`src/rtl/uart_pkg.sv`:
```
// rtl/uart_pkg.sv - shared FSM state encoding and frame constants for the UART transmitter.
package uart_pkg;

  typedef enum logic [2:0] {
    IDLE,
    START,
    DATA,
    PARITY,
    STOP
  } uart_tx_state_e;

  localparam int UART_DATA_BITS = 8;

endpackage

```
`src/rtl/uart_tx_fifo.sv`:
```
// rtl/uart_tx_fifo.sv - circular byte FIFO with occupancy count, sync active-high reset.
module uart_tx_fifo #(
  parameter int WIDTH = 8,
  parameter int DEPTH = 16
) (
  input  logic                     clk_i,
  input  logic                     rst_i,
  input  logic                     push_i,
  input  logic                     pop_i,
  input  logic [WIDTH-1:0]         data_i,
  output logic [WIDTH-1:0]         data_o,
  output logic                     full_o,
  output logic                     empty_o,
  output logic [$clog2(DEPTH):0]   level_o
);

  localparam int AW = $clog2(DEPTH);
  localparam logic [AW-1:0] PTR_ONE = AW'(1);
  localparam logic [AW:0]   CNT_ONE = (AW + 1)'(1);
  localparam logic [AW:0]   CNT_FULL = (AW + 1)'(DEPTH);

  generate
    if ((DEPTH < 2) || ((DEPTH & (DEPTH - 1)) != 0)) begin : g_bad_depth
      $error("uart_tx_fifo: DEPTH must be a power of two and at least 2");
    end
  endgenerate

  logic [WIDTH-1:0] r_mem [DEPTH];
  logic [AW-1:0]    r_wr_ptr;
  logic [AW-1:0]    r_rd_ptr;
  logic [AW:0]      r_count;

  always_ff @(posedge clk_i) begin
    if (rst_i) begin
      r_wr_ptr <= '0;
      r_rd_ptr <= '0;
      r_count  <= '0;
    end else begin
      if (push_i) r_wr_ptr <= r_wr_ptr + PTR_ONE;
      if (pop_i)  r_rd_ptr <= r_rd_ptr + PTR_ONE;
      case ({push_i, pop_i})
        2'b10:   r_count <= r_count + CNT_ONE;
        2'b01:   r_count <= r_count - CNT_ONE;
        default: r_count <= r_count;
      endcase
    end
  end

  // Storage needs no reset: entries are only read once the count covers them.
  always_ff @(posedge clk_i) begin
    if (push_i) r_mem[r_wr_ptr] <= data_i;
  end

  assign data_o  = r_mem[r_rd_ptr];
  assign full_o  = (r_count == CNT_FULL);
  assign empty_o = (r_count == '0);
  assign level_o = r_count;

endmodule

```
`src/rtl/uart_tx.sv`:
```
// rtl/uart_tx.sv - FIFO-fed 8N1 UART transmitter, LSB first at CLK_FREQ/BAUD clocks per bit.
// Optional even parity (8E1) when UART_TX_PARITY_EN is defined.
import uart_pkg::*;

module uart_tx #(
  parameter int CLK_FREQ   = 50_000_000,
  parameter int BAUD       = 115_200,
  parameter int FIFO_DEPTH = 16
) (
  input  logic                          clk_i,
  input  logic                          rst_i,
  input  logic [7:0]                    data_i,
  input  logic                          valid_i,
  output logic                          ready_o,
  output logic                          tx_o,
  output logic                          busy_o,
  output logic [$clog2(FIFO_DEPTH):0]   level_o
);

  localparam int DIV = CLK_FREQ / BAUD;
  localparam int CW  = (DIV > 1) ? $clog2(DIV) : 1;
  localparam int BW  = $clog2(UART_DATA_BITS);
  localparam logic [CW-1:0] CNT_LAST = CW'(DIV - 1);
  localparam logic [CW-1:0] CNT_ONE  = CW'(1);
  localparam logic [BW-1:0] BIT_LAST = BW'(UART_DATA_BITS - 1);
  localparam logic [BW-1:0] BIT_ONE  = BW'(1);

  generate
    if (DIV < 2) begin : g_bad_div
      $error("uart_tx: CLK_FREQ / BAUD must be at least 2");
    end
  endgenerate

  uart_tx_state_e            r_state;
  uart_tx_state_e            w_state_next;
  logic [CW-1:0]             r_cnt;
  logic [CW-1:0]             w_cnt_next;
  logic [BW-1:0]             r_bit;
  logic [BW-1:0]             w_bit_next;
  logic [UART_DATA_BITS-1:0] r_shift;
  logic [UART_DATA_BITS-1:0] w_shift_next;
  logic                      r_tx;
  logic                      w_tx_next;
  logic                      w_pop;
  logic                      w_push;
  logic                      w_full;
  logic                      w_empty;
  logic                      w_period_done;
  logic [UART_DATA_BITS-1:0] w_head;
  logic [$clog2(FIFO_DEPTH):0] w_level;

  assign w_push = valid_i && !w_full;

  uart_tx_fifo #(
    .WIDTH (UART_DATA_BITS),
    .DEPTH (FIFO_DEPTH)
  ) u_fifo (
    .clk_i   (clk_i),
    .rst_i   (rst_i),
    .push_i  (w_push),
    .pop_i   (w_pop),
    .data_i  (data_i),
    .data_o  (w_head),
    .full_o  (w_full),
    .empty_o (w_empty),
    .level_o (w_level)
  );

`ifdef UART_TX_PARITY_EN
  logic r_parity;

  // Captured at pop time, since the shift register is drained by the time PARITY runs.
  always_ff @(posedge clk_i) begin
    if (rst_i)      r_parity <= 1'b0;
    else if (w_pop) r_parity <= ^w_head;
  end
`endif

  assign w_period_done = (r_cnt == CNT_LAST);

  always_ff @(posedge clk_i) begin
    if (rst_i) begin
      r_state <= IDLE;
      r_cnt   <= '0;
      r_bit   <= '0;
      r_shift <= '0;
      r_tx    <= 1'b1;
    end else begin
      r_state <= w_state_next;
      r_cnt   <= w_cnt_next;
      r_bit   <= w_bit_next;
      r_shift <= w_shift_next;
      r_tx    <= w_tx_next;
    end
  end

  always_comb begin
    w_state_next = r_state;
    w_cnt_next   = r_cnt;
    w_bit_next   = r_bit;
    w_shift_next = r_shift;
    w_pop        = 1'b0;
    w_tx_next    = 1'b1;

    case (r_state)
      IDLE: begin
        if (!w_empty) begin
          w_pop        = 1'b1;
          w_shift_next = w_head;
          w_cnt_next   = '0;
          w_bit_next   = '0;
          w_state_next = START;
        end
      end
      START: begin
        if (w_period_done) begin
          w_cnt_next   = '0;
          w_state_next = DATA;
        end else begin
          w_cnt_next = r_cnt + CNT_ONE;
        end
      end
      DATA: begin
        if (w_period_done) begin
          w_cnt_next   = '0;
          w_shift_next = {1'b0, r_shift[UART_DATA_BITS-1:1]};
          if (r_bit == BIT_LAST) begin
            w_bit_next = '0;
`ifdef UART_TX_PARITY_EN
            w_state_next = PARITY;
`else
            w_state_next = STOP;
`endif
          end else begin
            w_bit_next = r_bit + BIT_ONE;
          end
        end else begin
          w_cnt_next = r_cnt + CNT_ONE;
        end
      end
`ifdef UART_TX_PARITY_EN
      PARITY: begin
        if (w_period_done) begin
          w_cnt_next   = '0;
          w_state_next = STOP;
        end else begin
          w_cnt_next = r_cnt + CNT_ONE;
        end
      end
`endif
      STOP: begin
        if (w_period_done) begin
          w_cnt_next = '0;
          // Chain straight into the next start bit so queued bytes leave no idle gap.
          if (!w_empty) begin
            w_pop        = 1'b1;
            w_shift_next = w_head;
            w_bit_next   = '0;
            w_state_next = START;
          end else begin
            w_state_next = IDLE;
          end
        end else begin
          w_cnt_next = r_cnt + CNT_ONE;
        end
      end
      default: begin
        w_state_next = IDLE;
        w_cnt_next   = '0;
        w_bit_next   = '0;
      end
    endcase

    // The line is registered, so it is driven from the state being entered.
    case (w_state_next)
      START:   w_tx_next = 1'b0;
      DATA:    w_tx_next = w_shift_next[0];
`ifdef UART_TX_PARITY_EN
      PARITY:  w_tx_next = r_parity;
`endif
      default: w_tx_next = 1'b1;
    endcase
  end

  assign tx_o    = r_tx;
  assign ready_o = !w_full;
  assign level_o = w_level;
  assign busy_o  = (r_state != IDLE) || (w_level != '0);

endmodule

```
`config.mk`:
```
export PLATFORM = sky130hd
export DESIGN_NAME = uart_tx
export DESIGN_NICKNAME = d
export VERILOG_FILES = /design/src/rtl/uart_pkg.sv /design/src/rtl/uart_tx_fifo.sv /design/src/rtl/uart_tx.sv
export SDC_FILE = /design/constraint.sdc
export NUM_CORES = 1
export LEC_CHECK = 0
export ABC_AREA = 1
export ABC_CLOCK_PERIOD_IN_PS = 2400
export CAP_MARGIN = 30
export CORE_MARGIN = 2
export CORE_UTILIZATION = 35
export CTS_BUF_LIST = sky130_fd_sc_hd__clkbuf_4
export CTS_CLUSTER_SIZE = 40
export DETAILED_ROUTE_END_ITERATION = 7
export GPL_TIMING_DRIVEN = 0
export PLACE_DENSITY = 0.58
export SYNTH_ARGS = -nofsm -noshare
export SYNTH_HDL_FRONTEND = slang
export SYNTH_SLANG_ARGS = --single-unit
```
`constraint.sdc`:
```
create_clock -name clk_i -period 2.4 [get_ports clk_i]
set_clock_uncertainty 0.05 [all_clocks]
set_input_delay 0.24 -clock clk_i [delete_from_list [all_inputs] [get_ports clk_i]]
set_output_delay 0.24 -clock clk_i [all_outputs]
set_load 0.01 [all_outputs]
```
==> results of run 1 <==
layout make-up:
class / count / area, um^2
fillers: 1899 / 12100
flip-flops and latches: 169 / 4670
multi-input cells: 408 / 2220
well taps: 270 / 338
repair buffers: 19 / 188
inverters: 45 / 169
clock buffers: 20 / 150
clock inverters: 11 / 145
plain buffers: 26 / 108
diodes: 1 / 2.50
through the flow:
| step | setup TNS (ns) | std cells | setup WS (ns) |
|---|---|---|---|
| 5_1_grt | -0.142 | 969 | -0.127 |
| 6_report | 0 | 969 | 0.103 |
| 3_3_place_gp | 0 | 936 | 0.0108 |
| 4_1_cts | 0 | 968 | 0.00240 |
| 3_5_place_dp | -0.0616 | 936 | -0.0573 |
| 2_1_floorplan | 0 | 648 | 0.263 |
metal layers:
metal,up-vias,global-route usage
met5,-,0
met1,2433,0.214
met4,0,0.0490
met2,163,0.267
li1,2395,-
met3,15,0.0319
cell families (layout without fill, tap and decap cells):
family,Yosys count,count (layout)
DFF,169,169
and+or+nand+nor,226,226
xor gates and xnor gates,5,5
AOI/OAI and AO/OA,165,165
adders and majority gates,12,12
buffers and inverters,71,121
other,0,1
worst max-delay path by stage:
stage / from / end / slack [ns] / cells after the start
floorplan: r_cnt[0] / u_fifo.level_o[4] / 0.26 / 16
global placement: r_cnt[0] / u_fifo.level_o[4] / 0.01 / 15
detailed placement: r_cnt[0] / u_fifo.level_o[4] / -0.06 / 16
CTS: r_state[1] / busy_o / 0.002 / 5
global route: r_cnt[1] / u_fifo.level_o[4] / -0.13 / 17
finish: u_fifo.level_o[1] / busy_o / 0.10 / 5
flip-flops by register name, indices dropped and copies added (netlist names), named ones only:
| signal | flops |
|---|---|
| u_fifo.r_mem | 128 |
| r_cnt | 9 |
| r_shift | 8 |
| u_fifo.level_o | 5 |
| u_fifo.r_rd_ptr | 4 |
| u_fifo.r_wr_ptr | 4 |
| r_bit | 3 |
| r_state | 3 |
| tx_o | 1 |
cells in the final DEF (no fill, tap or decap), drive strengths merged, types with 12 or more instances in the layout:
cell type      instances
clkdlybuf4s50         18
nand3                 27
a21oi                 36
edfxtp               128
nor2                 130
o221ai                21
o21ai                 84
clkbuf                37
nand2                 54
inv                   48
ha                    12
dfxtp                 41
worst max-delay path, delay by kind of cell (launching register included):
family | cells | cell delay [ns]
AND/OR/NAND/NOR | 3 | 0.44
buffers and inverters | 2 | 0.61
flip-flops | 1 | 0.40
power breakdown:
part | switching, uW | internal [uW]
Clock | 955 | 755
Sequential | 168 | 3360
Combinational | 1790 | 885
Total | 2910 | 5000
what timing repair did:
action,CTS,global route
endpoints found under the setup margin,18,98
hold buffers,0,0
pin swaps,1,0
setup buffers,1,0
resized for setup,5,16
==> flow_metrics.py, run 1 <==
metrics = {
    "status": {
        "status": "finished clean",
    },
    "synthesis": {
        "synth-simple-area-share": 0.138,
        "ys_ff_latch": 169,
        "synthMuxAreaShare": 0,
        "syn_area_mm2": 0.00711,
        "synth_nets": 671,
        "synthTopCellsByCount": "edfxtp_1, nor2_1, o21ai_0",
        "synth-seq-area-share": 0.656,
        "async_flop_share": 0,
        "synth_fa_ha_area_frac": 0.0211,
        "synthXorXnorAreaFrac": 0.00616,
        "synth-warning-count": 0,
        "synthFlopType": "edfxtp_1",
        "netlist_instances": 648,
        "synth_top_area_frac": 0.540,
        "synth_top_family_by_area": "compound AO/OA/AOI/OAI gates",
        "ys_types": 38,
        "syn-mean-instance-area_um2": 11.0,
        "yosys.area.top_type": "edfxtp_1",
        "synthMostInstantiatedCell": "edfxtp_1",
        "synth_compound_area_frac": 0.140,
        "synthTopCellsByArea": "edfxtp_1, dfxtp_1, nor2_1, o21ai_0, o221ai_1",
        "synth_edf_count": 128,
    },
    "worst_setup_path": {
        "crit_slowest_cell": "clkdlybuf4s50_1",
        "r2r_end": "u_fifo.level_o[4]",
        "cp_data_arrival_time_ns": 2.01,
        "cp_max_fo": 7,
        "r2r-start": "r_cnt[1]",
        "reg2reg_depth": 17,
        "r2r_slack_ns": 0.12,
        "critPathCaptureType": "output port",
        "critPathRequiredTime_ns": 2.11,
        "crit_type": "flip-flop to output port",
        "path_cells": "nor2_2 -> nand3b_4 -> inv_2 -> nand2_4 -> clkdlybuf4s50_1",
        "slowest_delay_ns": 0.49,
        "start_kind": "flip-flop",
    },
    "die": {
        "initial_core_util": 0.354,
        "die_y_um": 147,
        "core_region_area_mm2": 0.0201,
        "die-width_um": 147,
        "rows": 52,
        "pin_count": 19,
        "die_area_mm2": 0.0215,
    },
    "cts": {
        "root_buffer": "clkbuf_4",
        "clkTransAtPathRegs_ns": 0.13,
        "cts_made_buffers": 17,
        "h-tree-depth": 4,
        "insertion_delay_ns": 0.56,
        "cts_tree": "built",
        "cts.sinks": 169,
        "clk_path_buf_depth": 2,
    },
    "sta": {
        "worstMarginPinSlew_ns": 0.690,
        "hold_viol_final": 0,
        "min_period_ns": 2.30,
        "fmax_mhz": 435,
        "fin_crit_sh": 0.957,
        "slew_headroom": 0.539,
        "setup_viol_count_final": 0,
        "whs_ns": 0.322,
        "drv_slew": 0,
        "rsz0062_at_grt": "yes",
    },
    "min_path": {
        "holdCritStartpoint": "valid_i",
        "hold_class": "primary input to flip-flop",
        "hold_end": "u_fifo.r_wr_ptr[1]",
        "holdPathStages": 3,
    },
    "place": {
        "dp_hpwl_um": 11600,
        "place_congestion": 0.827,
        "port_buffers": 18,
        "dpl-instance-area_mm2": 0.00763,
    },
    "final_layout": {
        "final_util": 0.397,
        "design_area_mm2": 0.00799,
        "num-nets-final": 709,
        "drive_gt1_frac": 0.123,
        "area_growth_pct": 12.3,
    },
    "grt": {
        "antenna_found_initial": 1,
        "grt_pass1_vias": 4754,
        "grt_max_degree": 17,
        "grt_pass1_wl_um": 26300,
        "grt_usage": 0.161,
        "grt_overflow": 0,
    },
    "route": {
        "met1_length_um": 7440,
        "postRouteAntennaNets": 0,
        "top_layer": "met4",
        "vias": 5006,
        "drc_errors": 0,
        "dr.pass1.iters": 5,
        "drtIter0Drc": 398,
        "drt-total-wl_um": 16600,
        "routed-wl-met3_um": 819,
        "wl_met2_um": 8100,
        "viasPerCell": 5.17,
        "wl_per_cell_um": 17.1,
    },
    "power_and_ir_drop": {
        "totalPowerFinal_uw": 7910,
        "ir_drop_mv": 0.532,
        "p_leak_uw": 0.00274,
        "p_per_area_mw_per_mm2": 990,
    },
    "run": {
        "max-cap-violations": 0,
    },
}
No activity file was read; power rests on OpenSTA's default activity.
==> run 2, diff against run 1 <==
- CTS_BUF_LIST: sky130_fd_sc_hd__clkbuf_4 -> not set
==> run 2 against run 1 <==
Sequential share of layout area shrank 2.0 points; core utilization grew 1.4 points; critical endpoint is now u_fifo.r_mem[4][4]; largest power group unchanged; hold slack gained 0.099 ns; final area grew 3.4%; global-route usage grew 0.074 points; maximum frequency shrank 2.2%; total power grew 13%; first-iteration DRC count grew 3.3%; setup slack lost 0.051 ns; non-clock buffer count is the same; register-to-register slack lost 0.07 ns.
==> flow_metrics.py, run 2 (synthesis results as in run 1) <==
metrics = {
    "status": {
        "status": "finished clean",
    },
    "final_layout": {
        "top_regs": "u_fifo.r_mem (128), r_cnt (9), r_shift (8)",
        "diodes": 0,
        "mostFrequentLayoutCells": "edfxtp_1, nor2_1, o21ai_0, nand2_1, dfxtp_1",
        "area_growth_pct": 16.2,
        "largest_register_ffs": 128,
        "final_common_cell": "edfxtp_1",
        "num-nets-final": 709,
        "nFillCells": 1868,
        "stdcell_count": 968,
        "max_flop_register": "u_fifo.r_mem",
        "drive_gt1_frac": 0.110,
    },
    "min_path": {
        "holdCritStartpoint": "r_cnt[8]",
        "hold_class": "flip-flop to flip-flop",
        "hold_end": "r_cnt[8]",
        "holdPathStages": 2,
    },
    "sta": {
        "rsz0062_at_grt": "yes",
        "drv_slew": 0,
        "min_period_ns": 2.35,
        "fmax_mhz": 426,
        "worstMarginPinSlew_ns": 0.879,
        "fin_crit_sh": 0.979,
        "setup_viol_count_final": 0,
        "fin_ws_ns": 0.0514,
        "hold_viol_final": 0,
        "setup_tns_ns": 0,
        "slew_headroom": 0.412,
    },
    "die": {
        "die_y_um": 147,
        "rows": 52,
        "core_region_area_mm2": 0.0201,
        "die_area_mm2": 0.0215,
        "pin_count": 19,
        "initial_core_util": 0.354,
        "die-width_um": 147,
    },
    "grt": {
        "use_met2": 0.265,
        "grt_usage": 0.162,
        "grt_pass1_vias": 4770,
        "busiest_layer": "met2",
        "grt_max_degree": 17,
        "use_met3": 0.0347,
        "grt_pass1_wl_um": 26400,
        "grt_overflow": 0,
        "met1_usage": 0.216,
        "antenna_found_initial": 0,
    },
    "place": {
        "port_buffers": 18,
        "dp_hpwl_um": 11600,
        "place_congestion": 0.827,
        "dp.cells": 936,
        "pre_cts_slack_ns": -0.0573,
    },
    "cts": {
        "clk_path_buf_depth": 2,
        "clkTransAtPathRegs_ns": 0.06,
        "cts_made_buffers": 17,
        "root_buffer": "clkbuf_16",
        "insertion_delay_ns": 0.42,
        "cts.sinks": 169,
        "h-tree-depth": 4,
        "cts_tree": "built",
    },
    "worst_setup_path": {
        "crit_type": "flip-flop to flip-flop",
        "r2r_end": "u_fifo.r_mem[4][4]",
        "r2r-start": "u_fifo.level_o[0]",
        "critPathCaptureType": "flip-flop",
        "reg2reg_depth": 6,
        "critPathRequiredTime_ns": 2.40,
        "r2r_slack_ns": 0.05,
        "cp_data_arrival_time_ns": 2.35,
        "crit_path_start": "u_fifo.level_o[0]",
        "start_kind": "flip-flop",
        "cp_max_fo": 8,
    },
    "power_and_ir_drop": {
        "p_per_area_mw_per_mm2": 1080,
        "ir_drop_mv": 0.619,
        "p_leak_uw": 0.00286,
    },
    "route": {
        "drt-total-wl_um": 16600,
        "drtIter0Drc": 411,
        "wl_per_cell_um": 17.2,
        "viasPerCell": 5.15,
        "vias": 4982,
        "dr.pass1.iters": 5,
        "drc_errors": 0,
        "postRouteAntennaNets": 0,
    },
    "run": {
        "max-cap-violations": 0,
    },
}
-- run 2: changes by cell type in the layout (fill, tap and decap cells not counted), moves of 3 or more --
cell	before	now
clkbuf_4	20	0
clkbuf_16	0	17
nor2_1	108	113
nor2_2	21	17
clkbuf_1	17	20
-- run 2: metal layers --
metal	vias to the layer above	share of wire
met2	123	0.49
met1	2449	0.46
met3	16	0.042
li1	2394	-
met4	0	0.013
met5	-	0
-- run 2: area by class of cell --
type | count | area [um^2] | area share
tap | 270 | 338 | 0.0409
clock inverter | 11 | 145 | 0.0176
timing repair buffer | 19 | 188 | 0.0227
clock buffer | 20 | 437 | 0.0528
inverter | 45 | 169 | 0.0204
buffer | 26 | 108 | 0.0130
sequential | 169 | 4660 | 0.564
multi-input combinational | 408 | 2220 | 0.268
-- run 2: worst max-delay path, stage by stage, from the launching register on --
cell     delay [ns]
dfxtp_1        0.44
nor2_2         0.10
nand3_1        0.19
nand2_2        0.17
inv_1          0.16
nand2_1        0.15
nor2_1         0.70
-- run 2: how the worst max path moves through the flow --
stage               slack (ns)                 end
finish                    0.05  u_fifo.r_mem[4][4]
global route             -0.12  u_fifo.r_mem[4][4]
CTS                       0.02  u_fifo.r_mem[8][6]
detailed placement       -0.06   u_fifo.level_o[4]
global placement          0.01   u_fifo.level_o[4]
floorplan                 0.26   u_fifo.level_o[4]
-- run 2: what timing repair did --
action                     4_1_cts  5_1_grt
pin swaps                        1        0
resized for setup                3       12
hold buffers                     0        0
setup endpoints to repair       13      102
buffers inserted                 1        0
hold endpoints to repair         0        0
-- run 2: metrics by stage --
step	total power (uW)	hold slack, ns	utilization	area [um^2]
finish	8960	0.420	0.411	8260
global route	9540	0.451	0.411	8260
CTS	8970	0.424	0.409	8230
detailed placement	6220	0.415	0.380	7630
global placement	6150	0.407	0.380	7630
floorplan	5350	0.270	-	7110
-- run 2: where the power goes --
group / leakage (uW) / switching, uW / internal, uW / total (uW)
Sequential: 0.00149 / 163 / 3370 / 3530
Clock: 0.000280 / 1100 / 1630 / 2730
Combinational: 0.00109 / 1800 / 904 / 2700
Total: 0.00286 / 3060 / 5900 / 8960
==> run 3, diff against run 2 <==
- DONT_BUFFER_PORTS: not set -> 1
- PLACE_DENSITY: 0.58 -> 0.57
==> run 3 against run 2 <==
Setup slack improved by 0.098 ns; routed wire length is 2.0% higher; via count grew 0.76%; count of clock-buffer cells in the layout decreased by 3; maximum frequency grew 4.4%; final area fell by 1.2%; hold slack worse by 0.38 ns; sequential power about the same; critical path type unchanged; largest power group unchanged.
==> flow_metrics.py, run 3 (synthesis results as in run 1) <==
metrics = {
    "worst_setup_path": {
        "slowest_delay_ns": 0.52,
        "start_kind": "flip-flop",
        "crit_slowest_cell": "clkbuf_1",
        "critPathCaptureType": "flip-flop",
        "cp_max_fo": 10,
        "critPathRequiredTime_ns": 2.67,
        "cp_num_buf_inv": 2,
        "path_cells": "clkbuf_1 -> clkbuf_1 -> o221ai_1 -> nand3_1 -> nand3_1 -> nand2_1 -> a21oi_1",
        "critical_path.top_delay_family": "buffers and inverters",
        "crit_type": "flip-flop to flip-flop",
        "cp_data_arrival_time_ns": 2.52,
    },
    "run": {
        "max-cap-violations": 0,
    },
    "grt": {
        "grt_pass1_wl_um": 26600,
        "grt_pass1_vias": 4919,
        "met1_usage": 0.212,
        "use_met2": 0.264,
        "grt_usage": 0.163,
        "antenna_found_initial": 0,
        "grt_max_degree": 17,
        "busiest_layer": "met2",
        "use_met3": 0.0413,
        "grt_overflow": 0,
    },
    "power_and_ir_drop": {
        "power.clock.fraction": 0.293,
        "p_leak_uw": 0.00282,
        "switching_share": 0.358,
        "p_per_area_mw_per_mm2": 1070,
        "power_frac_seq": 0.406,
        "power.share.combinational": 0.300,
        "ir_drop_mv": 0.743,
        "intPower_uw": 5610,
        "power.switching_uw": 3130,
    },
    "cts": {
        "clk_path_buf_depth": 2,
        "root_buffer": "clkbuf_16",
        "insertion_delay_ns": 0.43,
        "cts_made_buffers": 17,
        "clkTransAtPathRegs_ns": 0.06,
        "cts_tree": "built",
        "cts.sinks": 169,
        "h-tree-depth": 4,
    },
    "final_layout": {
        "design_area_mm2": 0.00816,
        "num-nets-final": 700,
        "nFillCells": 1932,
        "drive_gt1_frac": 0.128,
        "max_flop_register": "u_fifo.r_mem",
        "mostFrequentLayoutCells": "edfxtp_1, nor2_1, o21ai_0, nand2_1, dfxtp_1",
        "stdcell_count": 960,
        "area_growth_pct": 14.8,
        "final_common_cell": "edfxtp_1",
        "diodes": 0,
        "top_regs": "u_fifo.r_mem (128), r_cnt (9), r_shift (8)",
        "largest_register_ffs": 128,
    },
    "route": {
        "viasPerCell": 5.23,
        "vias": 5020,
        "drt-total-wl_um": 16900,
        "dr.pass1.iters": 5,
        "drtIter0Drc": 381,
        "drc_errors": 0,
        "postRouteAntennaNets": 0,
        "wl_per_cell_um": 17.6,
    },
    "status": {
        "status": "finished clean",
    },
    "die": {
        "core_region_area_mm2": 0.0201,
        "die_area_mm2": 0.0215,
        "rows": 52,
        "die-width_um": 147,
        "die_y_um": 147,
        "pin_count": 19,
        "initial_core_util": 0.354,
    },
    "min_path": {
        "hold_class": "primary input to flip-flop",
    },
    "sta": {
        "setup_viol_count_final": 0,
        "fin_crit_sh": 0.938,
        "rsz0062_at_grt": "yes",
        "worstMarginPinSlew_ns": 0.668,
        "hold_viol_final": 0,
        "fmax_mhz": 444,
        "slew_headroom": 0.553,
        "drv_slew": 0,
        "min_period_ns": 2.25,
    },
    "place": {
        "dp_hpwl_um": 11600,
        "dp.cells": 918,
        "dpl-instance-area_mm2": 0.00745,
        "port_buffers": 0,
        "place_congestion": 0.816,
    },
}
==> run 3: metal layers <==
layer	wire, um	vias to the layer above
met4	342	0
met1	7480	2463
li1	-	2379
met3	974	28
met5	0	-
met2	8140	150
==> run 3: stage by stage <==
stage | total power [uW] | TNS [ns] | setup WS, ns | util | hold slack [ns]
detailed placement | 6090 | -1.51 | -0.129 | 0.371 | 0.279
CTS | 8720 | -0.626 | -0.0448 | 0.404 | 0.0128
finish | 8750 | 0 | 0.150 | 0.406 | 0.0394
global route | 9280 | -0.00639 | -0.00339 | 0.406 | 0.0578
global placement | 6010 | -0.0981 | -0.0671 | 0.371 | 0.273
floorplan | 5350 | 0 | 0.263 | - | 0.270
==> run 3: worst paths after layout <==
kind | cells after the start | slack, ns | to | start
worst min-delay path | 3 | 0.04 | r_shift[1] | rst_i
worst min register to register | 2 | 0.44 | r_cnt[8] | r_cnt[8]
worst max-delay path | 7 | 0.15 | r_shift[1] | flip-flop
worst max register to register | 7 | 0.15 | r_shift[1] | flip-flop
==> run 3: area by class of cell <==
type,instances,area [um^2],area share
clock inverters,15,125,0.0153
plain buffers,26,108,0.0132
flip-flops and latches,169,4670,0.572
multi-input cells,408,2230,0.274
well taps,270,338,0.0414
inverters,45,169,0.0207
repair buffers,10,97.6,0.0120
clock buffers,17,425,0.0521
==> run 3: power by group through the flow <==
stage / sequential (uW) / clock, uW / combinational, uW
after detailed placement: 3610 / 0 / 2480
after global routing: 3580 / 2720 / 2970
final: 3550 / 2570 / 2630
after global placement: 3600 / 0 / 2410
after floorplan: 3560 / 0 / 1790
after CTS: 3550 / 2600 / 2570
==> run 3: worst min-delay path: cells and delay by family <==
kind | cells | cell delay (ns)
buf+inv | 1 | 0.09
compound gates | 2 | 0.14
==> run 3: repair_timing <==
| item | CTS | global route |
|---|---|---|
| setup endpoints to repair | 50 | 82 |
| hold buffers | 9 | 0 |
| buffers inserted | 1 | 0 |
| resized for setup | 8 | 15 |
| hold endpoints to repair | 132 | 0 |
